$ cat src/rtl/gate_lane_arbiter_pkg.sv
// Shared types and defaults for the parking gate lane arbiter.
package gate_pkg;

  typedef enum logic [1:0] {
    IDLE  = 2'b00,
    OPEN  = 2'b01,
    CLOSE = 2'b10
  } gate_state_t;

  typedef enum logic {
    LANE_ENTRY = 1'b0,
    LANE_EXIT  = 1'b1
  } lane_t;

  localparam int DEFAULT_CAPACITY       = 8;
  localparam int DEFAULT_TIMEOUT_CYCLES = 16;

  function automatic lane_t other_lane(input lane_t lane);
    return (lane == LANE_ENTRY) ? LANE_EXIT : LANE_ENTRY;
  endfunction

endpackage

$ cat src/rtl/gate_lane_arbiter_occupancy_counter.sv
// Saturating lot occupancy counter with full/empty flags.
module occupancy_counter
  import gate_pkg::*;
#(
  parameter  int CAPACITY = DEFAULT_CAPACITY,
  localparam int OCC_W    = $clog2(CAPACITY + 1)
) (
  input  logic             clk,
  input  logic             rst,
  input  logic             inc,
  input  logic             dec,
  output logic [OCC_W-1:0] count,
  output logic             full,
  output logic             empty
);

  always_ff @(posedge clk or posedge rst) begin
    if (rst) begin
      count <= '0;
    end else if (inc && !full) begin
      count <= count + 1'b1;
    end else if (dec && !empty) begin
      count <= count - 1'b1;
    end
  end

  assign full  = (count == OCC_W'(CAPACITY));
  assign empty = (count == '0);

  // Eligibility upstream must keep the counter away from both rails.
  a_no_wrap: assert property (@(posedge clk) disable iff (rst)
    !(inc && full) && !(dec && empty));

endmodule

$ cat src/rtl/gate_lane_arbiter.sv
// Shared barrier gate arbiter for an entry and an exit lane with occupancy tracking.
// Optional OPEN-state watchdog enabled by defining GATE_TIMEOUT_EN.
module gate_lane_arbiter
  import gate_pkg::*;
#(
  parameter  int CAPACITY       = DEFAULT_CAPACITY,
  parameter  int TIMEOUT_CYCLES = DEFAULT_TIMEOUT_CYCLES,
  localparam int OCC_W          = $clog2(CAPACITY + 1)
) (
  input  logic             clk,
  input  logic             rst,
  input  logic             entry_req,
  input  logic             exit_req,
  input  logic             vehicle_passed,
  output logic             entry_grant,
  output logic             exit_grant,
  output logic             gate_open,
  output logic             gate_close,
  output logic [OCC_W-1:0] occupancy,
  output logic             lot_full,
  output logic             lot_empty,
  output logic             timeout_alarm,
  output gate_state_t      state
);

  if (CAPACITY < 1 || TIMEOUT_CYCLES < 1) begin : g_param_check
    $error("gate_lane_arbiter: CAPACITY and TIMEOUT_CYCLES must be >= 1");
  end

  gate_state_t state_q, state_d;
  lane_t       owner_q, owner_d;
  lane_t       rr_q, rr_d;        // lane favoured on a tie: the one not served last
  logic        inc, dec;
  logic        entry_ok, exit_ok;
  logic        timed_out;

  occupancy_counter #(.CAPACITY(CAPACITY)) u_occ (
    .clk   (clk),
    .rst   (rst),
    .inc   (inc),
    .dec   (dec),
    .count (occupancy),
    .full  (lot_full),
    .empty (lot_empty)
  );

  assign entry_ok = entry_req && !lot_full;
  assign exit_ok  = exit_req && !lot_empty;

`ifdef GATE_TIMEOUT_EN
  localparam int CNT_W = $clog2(TIMEOUT_CYCLES + 1);
  logic [CNT_W-1:0] cnt_q;
  logic             timed_out_q, timed_out_d;
  logic             expire;

  assign expire    = (cnt_q == CNT_W'(TIMEOUT_CYCLES - 1));
  assign timed_out = timed_out_q;

  // Counter sits at zero outside OPEN, so each OPEN visit starts from zero.
  always_ff @(posedge clk or posedge rst) begin
    if (rst) begin
      cnt_q       <= '0;
      timed_out_q <= 1'b0;
    end else begin
      cnt_q       <= (state_q == OPEN) ? cnt_q + 1'b1 : '0;
      timed_out_q <= timed_out_d;
    end
  end
`else
  assign timed_out = 1'b0;
`endif

  always_ff @(posedge clk or posedge rst) begin
    if (rst) begin
      state_q <= IDLE;
      owner_q <= LANE_ENTRY;
      rr_q    <= LANE_ENTRY;
    end else begin
      state_q <= state_d;
      owner_q <= owner_d;
      rr_q    <= rr_d;
    end
  end

  always_comb begin
    state_d = state_q;
    owner_d = owner_q;
    rr_d    = rr_q;
    inc     = 1'b0;
    dec     = 1'b0;
`ifdef GATE_TIMEOUT_EN
    timed_out_d = timed_out_q;
`endif
    case (state_q)
      IDLE: begin
        if (entry_ok && exit_ok) begin
          owner_d = rr_q;
          rr_d    = other_lane(rr_q);
          state_d = OPEN;
        end else if (entry_ok) begin
          owner_d = LANE_ENTRY;
          rr_d    = LANE_EXIT;
          state_d = OPEN;
        end else if (exit_ok) begin
          owner_d = LANE_EXIT;
          rr_d    = LANE_ENTRY;
          state_d = OPEN;
        end
      end
      OPEN: begin
        if (vehicle_passed) begin
          state_d = CLOSE;
`ifdef GATE_TIMEOUT_EN
          timed_out_d = 1'b0;
        end else if (expire) begin
          state_d     = CLOSE;
          timed_out_d = 1'b1;
`endif
        end
      end
      CLOSE: begin
        state_d = IDLE;
        inc     = !timed_out && (owner_q == LANE_ENTRY);
        dec     = !timed_out && (owner_q == LANE_EXIT);
      end
      default: state_d = IDLE;
    endcase
  end

  always_comb begin
    entry_grant   = 1'b0;
    exit_grant    = 1'b0;
    gate_open     = 1'b0;
    gate_close    = 1'b0;
    timeout_alarm = 1'b0;
    if (state_q == OPEN || state_q == CLOSE) begin
      entry_grant = (owner_q == LANE_ENTRY);
      exit_grant  = (owner_q == LANE_EXIT);
    end
    gate_open  = (state_q == OPEN);
    gate_close = (state_q == CLOSE);
    timeout_alarm = (state_q == CLOSE) && timed_out;
  end

  assign state = state_q;

endmodule

$ cat config.mk
export PLATFORM = sky130hd
export DESIGN_NAME = gate_lane_arbiter
export DESIGN_NICKNAME = d
export VERILOG_FILES = /design/src/rtl/gate_lane_arbiter_pkg.sv /design/src/rtl/gate_lane_arbiter_occupancy_counter.sv /design/src/rtl/gate_lane_arbiter.sv
export SDC_FILE = /design/constraint.sdc
export NUM_CORES = 1
export LEC_CHECK = 0
export CORE_AREA = 5 5 42 44
export DETAILED_ROUTE_END_ITERATION = 7
export DIE_AREA = 0 0 47 49
export HOLD_SLACK_MARGIN = 0.06
export MAX_ROUTING_LAYER = met4
export PLACE_DENSITY = 0.84
export SYNTH_ARGS = -nofsm -noshare
export SYNTH_HDL_FRONTEND = slang
export SYNTH_SLANG_ARGS = --single-unit
$ cat constraint.sdc
create_clock -name clk -period 4.55 [get_ports clk]
set_input_delay 0.91 -clock clk [delete_from_list [all_inputs] [get_ports clk]]
set_output_delay 0.91 -clock clk [all_outputs]
set_load 0.05 [all_outputs]
; ---- Yosys cells after proc, flatten, opt, wreduce, memory -nomap -nowiden
; Index checks and enable logic that the tools add are counted.
[totals]
regBits = 8
out_inout_bits = 13
[classes]
n_addsub = 2
bitwise = 1
muxes = 18
n_eq_ne = 5
reduce_logical = 14
[op_table]
columns = operator, n
row1 = $mux 1, 11
row2 = $mux 2, 4
row3 = $mux 4, 2
row4 = $logic_and 1x1->1, 5
row5 = $add 4x1->4 const B, 1
row6 = $eq 4x4->1 const B, 1
row7 = $logic_not 4->1, 1
row8 = $ne 4x4->1 const B, 1
row9 = $pmux 2 s2, 1
row10 = $reduce_and 2->1, 2
row11 = $sub 4x1->4 const B, 1
row12 = $reduce_bool 3->1, 1
row13 = $eq 2x1->1 const B, 1
row14 = $eq 2x2->1 const B, 1
row15 = $logic_not 1->1, 2
row16 = $logic_not 2->1, 1
row17 = $ne 2x2->1 const B, 1
row18 = $reduce_bool 2->1, 1
row19 = $logic_or 1x1->1, 1
row20 = $not 1->1, 1

; ---- Longest topological paths before layout
[logic_depth]
word_depth = 7
mapped_depth = 8

; ---- Hierarchy
; Synthesis repeated with hierarchy kept, for this count alone.
[unflattened]
hier_cells = 64
area_unflattened_um2 = 606.8
[modules_own_cells]
columns = module, instances, area_per_inst_um2, cells_each
row1 = occupancy_counter, 1, 306.5, 32
row2 = gate_lane_arbiter, 1, 300.3, 32

; ---- Worst setup path after synthesis
; OpenSTA, ideal clock, no wires.
[synth_path]
path_kind = flip-flop to output port
start = register u_occ.count[0]
end = output port lot_empty
t_arrival_ps = 1830
t_required_ps = 3640
stages_incl_launch_ff = 4
slack_ps = 1810
cell_sequence = dfrtp_1 > or3_1 > buf_6 > nor2_1
[synth_between]
elab_chain_cells = 1
[synth_lines]
columns = element, line
row1 = "start, declared", gate_lane_arbiter_occupancy_counter.sv:12  ; output logic [OCC_W-1:0] count,
row2 = "start signal, assigned", gate_lane_arbiter_occupancy_counter.sv:21  ; count <= count + 1'b1;
row3 = "start signal, assigned", gate_lane_arbiter_occupancy_counter.sv:23  ; count <= count - 1'b1;
row4 = $logic_not 4->1, gate_lane_arbiter_occupancy_counter.sv:28  ; assign empty = (count == '0);
row5 = "end, declared", gate_lane_arbiter.sv:21  ; output logic lot_empty,
; Every way passes these cells.

; ---- Final worst setup path
; Ends and elaborated chain as after synthesis.

==> flow_summary.toml <==
[layout]
stdcell_count = 94
fill_cells = 133
layout.nets = 92
layout_common_cells = "clkdlybuf4s50_1 (16), dfrtp_1 (8), ha_1 (6), inv_1 (5)"
final_common_cell = "clkdlybuf4s50_1"
drive_gt1_share_pct = 10.3
num_antenna_cells = 0
syn_to_final_growth_pct = 29.1

[drt]
finalWirelength_um = 1290
viasPerCell = 5.36
postRouteAntennaNets = 0
drc = 0
drt_iter0_drc = 6
vias = 504
wl_per_cell_um = 13.7
first_pass_iters = 4

[logic_synthesis]
synth_warnings = 0
ys_ff_latch = 8
synth_top_area_cell = "dfrtp_1"
synth_top_area_share_pct = 32.4
synth_cell_type_count = 34
synthTopCellsByArea = "dfrtp_1 (32%), ha_1 (12%), mux2_1 (3.6%)"
synth_cells = 62
seq_area_frac_synth_pct = 32.4
synth_nets = 74
postSynthAreaPerCell_um2 = 9.97
netlist_area_um2 = 618

[clock_network]
cts_hold_buf = 0
cts_resized = 0
path_clk_slew_ps = 50
post_cts_buffers = 0
clock_latency_ps = 240
clock_path_buffers = 2
htree_levels = 1
clockRootBuffer = "clkbuf_4"
cts.sinks = 8
cts_tree = "built"
cts_buffers = 3

[timing]
max_clock_freq_ghz = 0.328
maxSlewViolCount = 0
fin_setup_tns_ps = 0
grt_setup_unrepaired = "false"
whs_ps = 499
min_period_ps = 3050
hold_viol_final = 0
finalCritPeriodShare_pct = 67.0
fin_skew_ps = 0.190
setup_viol = 0
relSlewSlack_pct = 66.1
worst_pin_slew_ps = 507

[floorplanning]
core-area_um2 = 1400
row_count = 14
start_util_pct = 44.1
die_h_um = 49
die_w_um = 47
die-area_um2 = 2300
ioPinCount = 18

[worst_hold_path]
min-delay-path-class = "register to register"

[job]
cap_violations = 0

[grt]
grt_pass1_vias = 526
grt_pass1_wl_um = 2180
antenna_found_initial = 0
grt_use_total_pct = 13.3
use_met2_pct = 21.7
grt_max_degree = 13
use_met3_pct = 2.21
grtUsageMet1_pct = 15.6
grt_busiest_layer = "met2"
overflow = 0

[place]
finalWeightedCongestion = 0.726
dp.cells = 91
port_buffers = 16
dp_hpwl_um = 1130

[setup_path]
endpoint_kind = "output port"
worstPathMaxFanout = 6
crit_arrival_ps = 2140
crit_required_ps = 3640
path_class = "register to output port"
start_kind = "register"

[outcome]
outcome = "complete, no violations"
==> routing by layer <==
metal,vias to the layer above,wire (um)
met1,238,545
met4,0,17
met2,15,673
met5,-,0
met3,2,51
li1,249,-
==> worst max-delay path: stages, from the launching register on <==
cell	delay [ps]
dfrtp_1	450
or3_1	510
nor2_1	130
clkdlybuf4s50_1	800
==> synthesized netlist by cell type (all sizes together) <==
cell / count
a31oi: 1
nor2b: 2
o211ai: 1
o21ai: 5
nand3b: 1
nor3: 1
a311oi: 1
and2: 2
ha: 6
buf: 2
xor2: 1
or3: 1
nand2: 2
dfrtp: 8
mux2i: 1
o31ai: 1
a311o: 1
a21oi: 3
conb: 1
nor2: 3
clkbuf: 1
xnor2: 2
nand3: 3
nor3b: 1
o22ai: 1
fa: 1
inv: 5
mux2: 4
==> logic make-up (layout without fill, tap and decap cells) <==
family                   count (synthesis)  after routing  share of synthesized area, %
AO/OA/AOI/OAI                           14             14                          17.4
XOR/XNOR                                 3              3                          4.25
adder cells (fa/ha/maj)                  7              7                          15.4
buffers and inverters                    8             24                          6.68
flip-flops                               8              8                          32.4
multiplexers                             5              5                          9.51
other                                    1              1                         0.607
AND/OR/NAND/NOR                         16             16                          13.8
==> flip-flops by register name (all words and copies together), names as in the netlist <==
signal       flops
u_occ.count      4
state            2
owner_q          1
rr_q             1
==> through the flow <==
stage / cell area [um^2] / util [%] / setup WS [ps]
after detailed placement: 776 / 55.4 / 1760
final: 798 / 57.0 / 1500
after global routing: 798 / 57.0 / 1420
after CTS: 798 / 57.0 / 1500
after global placement: 776 / 55.4 / 1770
after floorplan: 618 / - / 1810
==> cell type report <==
class                           count  area [um^2]  share of cell area (%)
Clock buffer                        3         22.5                    2.82
Tap cell                           16         20.0                    2.51
Sequential cell                     8          200                    25.1
Multi-Input combinational cell     46          377                    47.2
Timing Repair Buffer               16          160                    20.1
Inverter                            5         18.8                    2.35
==> worst paths after layout <==
| check | startpoint | end | slack (ps) | depth (start not counted) |
|---|---|---|---|---|
| worst min-delay path | rr_q | rr_q | 500 | 1 |
| worst max-delay path | u_occ.count[0] | lot_empty | 1500 | 3 |
| worst min register to register | rr_q | rr_q | 500 | 1 |
| min in group asynchronous | rst | state[0] | 900 | 2 |
| worst max register to register | u_occ.count[0] | u_occ.count[3] | 2250 | 8 |
| max in group asynchronous | rst | u_occ.count[3] | 3430 | 2 |
Power is not shown: default switching activity piles up to over one toggle a cycle in this logic, so the estimate is an artifact.
==> RTL edit 1: new RTL, same settings <==
Build with the macro `GATE_TIMEOUT_EN` defined.
--- a/src/rtl/gate_lane_arbiter.sv
+++ b/src/rtl/gate_lane_arbiter.sv
@@ -1,5 +1,7 @@
 // Shared barrier gate arbiter for an entry and an exit lane with occupancy tracking.
 // Optional OPEN-state watchdog enabled by defining GATE_TIMEOUT_EN.
+`define GATE_TIMEOUT_EN
+
 module gate_lane_arbiter
   import gate_pkg::*;
 #(
Check against the original RTL: no difference found for any inputs over 10 cycles, from zero or initial values and one cycle with rst high; that may be too few to reach the edited logic, so the function may still have changed.
==> RTL edit 1 against the unedited design <==
  * Fmax fell by 1.4%
  * Routed wire length rose by 24%
  * First-iteration DRC count fell by 50%
  * Global-route usage rose by 4.2 points
  * Setup slack got worse by 44 ps
  * Die area did not move
  * Design area rose by 34%
  * Via count rose by 28%
  * Count of clock-buffer cells in the layout did not move
  * Area after synthesis rose by 38%
  * Sequential cell count rose by 6
  * Worst hold slack got worse by 39 ps
  * Critical path type unchanged
  * Largest cell class unchanged
  * Highest routed layer unchanged
Power is not shown: default switching activity piles up to over one toggle a cycle in this logic, so the estimate is an artifact.
==> RTL edit 1: results (changes against the unedited design) <==
Clock Tree Root - clkbuf_4 (unchanged)
Met1 WL - 650 µm (was 545 µm)
Post-synthesis compound-gate area fraction - 10.8% (was 17.4%)
Clock transition at the registers of the reported paths - 70 ps (was 50 ps)
Met3 Use GR - 2.58% (was 2.21%)
Sequential share of the synthesized area - 41.0% (was 32.4%)
Largest reg by FF count - cnt_q (was u_occ.count)
Crit path DAT - 2180 ps (was 2140 ps)
Placed Cells - 115 (was 91)
RD Place Congestion - 0.839 (was 0.726)
Max reg flops - 5 (was 4)
GR Util met2 - 27.8% (was 21.7%)
Xor/xnor share of the synthesized area - 5.12% (was 4.25%)
Hold wc startpoint - cnt_q[0]$_DFF_PP0_ (was rr_q$_DFFE_PP0P_)
Worst r2r src - state[0]$_DFFE_PP0P_ (was u_occ.count[0]$_DFFE_PP0P_)
Worst reg2reg path depth - 10 (was 8)
Post-route worst setup slack - 1460 ps (was 1500 ps)
Commonest cells in the netlist - dfrtp_1, ha_1, a21oi_1, and2_1, nor2_1 (was dfrtp_1, ha_1, inv_1)
Hold Buf Count CTS - 0 (unchanged)
Met2 Routed Length - 840 µm (was 673 µm)
Setup crit end - lot_empty (unchanged)
Placed cell area - 0.00104 mm² (was 776 µm²)
Filler Cell Count - 104 (was 133)
Vias - 646 (was 504)
DRT iter0 DRCs - 3 (was 6)
Clk Latency, worst-skew pair - 270 ps (was 240 ps)
Total global routing track utilization - 17.5% (was 13.3%)
Synthesis Warnings - 0 (unchanged)
Area share of the largest cell type after synthesis - 41.0% (was 32.4%)
Run status - complete, no violations (unchanged)
Internal reg-to-reg setup slack - 1900 ps (was 2250 ps)
Met3 wire len - 67 µm (was 51 µm)
Pre-CTS setup slack - 1740 ps (was 1760 ps)
Number of global-route vias before repair - 663 (was 526)
Synth Area in Adders - 15.5% (was 15.4%)
Share of layout cells above drive strength 1 - 8.82% (was 10.3%)
Dpl hpwl - 1.33 mm (was 1.13 mm)
Drt total wl - 1.59 mm (was 1.29 mm)
Top cells by area, synth - dfrtp_1, ha_1, and2_1, a21oi_1, xor2_1 (was dfrtp_1, ha_1, mux2_1, fa_1, o22ai_4)
Mean post-synth cell area - 10.4 µm² (was 9.97 µm²)
Mux share of post-synthesis cell area - 6.30% (was 9.51%)
Syn_nets - 97 (was 74)
Clock skew - 6.21 ps (was 0.190 ps)
Max_slew headroom - 65.6% (was 66.1%)
First-pass GRT wire length - 2.84 mm (was 2.18 mm)
Min-Delay Endpoint - cnt_q[0]$_DFF_PP0_ (was rr_q$_DFFE_PP0P_)
Grt met1 use - 20.9% (was 15.6%)
Synth cell types - 28 (was 34)
Final non-filler cell total - 118 (was 94)
Crit path launch - u_occ.count[1]$_DFFE_PP0P_ (was u_occ.count[0]$_DFFE_PP0P_)
Port Buffers - 17 (was 16)
-- RTL edit 1: cell types whose count changed after synthesis, sizes merged, moves of 2 or more --
cell	delta
and2	+4
a21oi	+3
dfrtp	+6
ha	+3
nor2b	+2
nand2	+3
xor2	+2
nor2	+3
nand2b	+2
o21ai	-4
buf	-2
-- RTL edit 1: area by class of cell --
type                            count  area, µm²  area share (%)
Sequential cell                    14        350            32.8
Clock buffer                        3       22.5            2.11
Inverter                            5       18.8            1.76
Timing Repair Buffer               17        170            15.9
Tap cell                           16       20.0            1.88
Multi-Input combinational cell     63        485            45.5
-- RTL edit 1: through the flow --
step / hold WS, ps / util, %
after global routing: 494 / 76.2
after detailed placement: 451 / 74.6
final: 460 / 76.2
after global placement: 447 / 74.6
after CTS: 462 / 76.2
after floorplan: 431 / -
-- RTL edit 1: worst max-delay path, stage by stage, from the launching register on --
cell and delay (ps):
dfrtp_1 460, or3_4 430, nor2_1 180, clkdlybuf4s50_1 840
==> RTL edit 2: new RTL, config.mk and constraints unchanged <==
Without the edit above. Register the output `timeout_alarm`, without a reset; this adds one clock of latency there. The other outputs are not delayed to match.
--- a/src/rtl/gate_lane_arbiter.sv
+++ b/src/rtl/gate_lane_arbiter.sv
@@ -22,6 +22,8 @@
   output logic             timeout_alarm,
   output gate_state_t      state
 );
+
+  logic timeout_alarm_d;
 
   if (CAPACITY < 1 || TIMEOUT_CYCLES < 1) begin : g_param_check
     $error("gate_lane_arbiter: CAPACITY and TIMEOUT_CYCLES must be >= 1");
@@ -132,17 +134,21 @@
     exit_grant    = 1'b0;
     gate_open     = 1'b0;
     gate_close    = 1'b0;
-    timeout_alarm = 1'b0;
+    timeout_alarm_d = 1'b0;
     if (state_q == OPEN || state_q == CLOSE) begin
       entry_grant = (owner_q == LANE_ENTRY);
       exit_grant  = (owner_q == LANE_EXIT);
     end
     gate_open  = (state_q == OPEN);
     gate_close = (state_q == CLOSE);
-    timeout_alarm = (state_q == CLOSE) && timed_out;
+    timeout_alarm_d = (state_q == CLOSE) && timed_out;
   end
 
   assign state = state_q;
 
+  always_ff @(posedge clk) begin
+    timeout_alarm <= timeout_alarm_d;
+  end
+
 endmodule
 
Behaviour: unchanged (equiv_simple and equiv_induct, registers matched by name and starting in step).
==> RTL edit 2 against the unedited design <==
  * Area after synthesis up 0.40%
  * Critical path type unchanged
  * Routed wire length down 8.2%
  * Design area up 1.7%
  * Final cell count up 1.1%
  * Critical endpoint unchanged
  * Sequential cell count unchanged
  * Clock skew up 4.9 ps
  * Setup slack better by 43 ps
Power is not shown: default switching activity piles up to over one toggle a cycle in this logic, so the estimate is an artifact.
==> RTL edit 2: results (changes against the unedited design) <==
Max reg flops - 4 (unchanged)
Number of global-route vias before repair - 519 (was 526)
Post-CTS Setup Repair Bufs - 0 (unchanged)
Grt met1 use - 14.5% (was 15.6%)
Max_slew headroom - 66.4% (was 66.1%)
Sequential share of the synthesized area - 32.3% (was 32.4%)
Run status - complete, no violations (unchanged)
Synthesis Warnings - 0 (unchanged)
Placed cell area - 790 µm² (was 776 µm²)
Post-Layout Inst Area - 812 µm² (was 798 µm²)
Via density - 5.18 (was 5.36)
Met1 WL - 504 µm (was 545 µm)
Worst r2r src - state[0]$_DFFE_PP0P_ (was u_occ.count[0]$_DFFE_PP0P_)
GR Util met2 - 19.5% (was 21.7%)
Nets - 93 (was 92)
Final hold slack - 585 ps (was 499 ps)
Crit-path slowest cell - clkdlybuf4s50_1 (unchanged)
Number of cells on the worst hold path - 1 (unchanged)
Syn Inst Count - 62 (unchanged)
Clock transition at the registers of the reported paths - 60 ps
Crit path DAT - 2090 ps (was 2140 ps)
Synth cell types - 31 (was 34)
Largest net degree at the start of global routing - 9 (was 13)
DRT iter0 DRCs - 5 (was 6)
Initial antenna violation count - 0 (unchanged)
Asr flop ratio synth - 100% (unchanged)
Top sig layer - met4 (unchanged)
Dpl hpwl - 970 µm (was 1.13 mm)
Final period util - 66.0% (was 67.0%)
Placed Cells - 92 (was 91)
RD Place Congestion - 0.797 (was 0.726)
Worst reg2reg path depth - 9 (was 8)
Internal reg-to-reg setup slack - 2280 ps (was 2250 ps)
Syn_nets - 74 (unchanged)
Share of layout cells above drive strength 1 - 15.2% (was 10.3%)
Final non-filler cell total - 95 (was 94)
Min-Delay Endpoint - state[0]$_DFFE_PP0P_ (was rr_q$_DFFE_PP0P_)
Clock skew - 5.06 ps (was 0.190 ps)
Pre-CTS setup slack - 1840 ps (was 1760 ps)
Max stage delay on crit path - 790 ps
Met3 Use GR - 1.11% (was 2.21%)
Crit path launch - u_occ.count[0]$_DFFE_PP0P_ (unchanged)
Filler Cell Count - 131 (was 133)
Total global routing track utilization - 12.3% (was 13.3%)
First-pass GRT wire length - 2.06 mm (was 2.18 mm)
Drt first pass iters - 2 (was 4)
Hold wc startpoint - state[0]$_DFFE_PP0P_ (was rr_q$_DFFE_PP0P_)
Commonest cells in the netlist - dfrtp_1, ha_1, inv_1, a21oi_1 (was dfrtp_1, ha_1, inv_1)
Post_cts resized - 0 (unchanged)
Met3 wire len - 59 µm (was 51 µm)
Clk Latency, worst-skew pair - 260 ps (was 240 ps)
Drt total wl - 1.18 mm (was 1.29 mm)
Clock Tree Root - clkbuf_4 (unchanged)
Top cells by area, synth - dfrtp_1, ha_1, mux2_2, inv_1, a21oi_1 (was dfrtp_1, ha_1, mux2_1, fa_1, o22ai_4)
Top_reg_cell synth - dfrtp_1 (unchanged)
Met2 Routed Length - 598 µm (was 673 µm)
RTL edit 2: cell count changes after synthesis, moves of 2 or more:
cell / delta
mux2_2: +2
nand2b_1: +3
o21ai_0: -2
mux2_1: -2
a21oi_1: +2
RTL edit 2: logic make-up after synthesis:
group           share of synthesized area (%)
compound gates                           15.7
xor+xnor                                 4.23
fa+ha+maj                                15.3
buf+inv                                  5.44
flops                                    32.3
mux                                      11.1
other cells                             0.604
simple gates                             15.3
RTL edit 2: area by class of cell:
cell class,count,share of cell area (%)
Inverter,6,2.77
Timing Repair Buffer,16,19.7
Tap cell,16,2.47
Multi-Input combinational cell,46,47.6
Sequential cell,8,24.7
Clock buffer,3,2.77
RTL edit 2: critical path, delay by kind of cell (launching register included):
family / cells / cell delay [ps]
buffers and inverters: 2 / 860
AND/OR/NAND/NOR: 2 / 510
flip-flops: 1 / 460
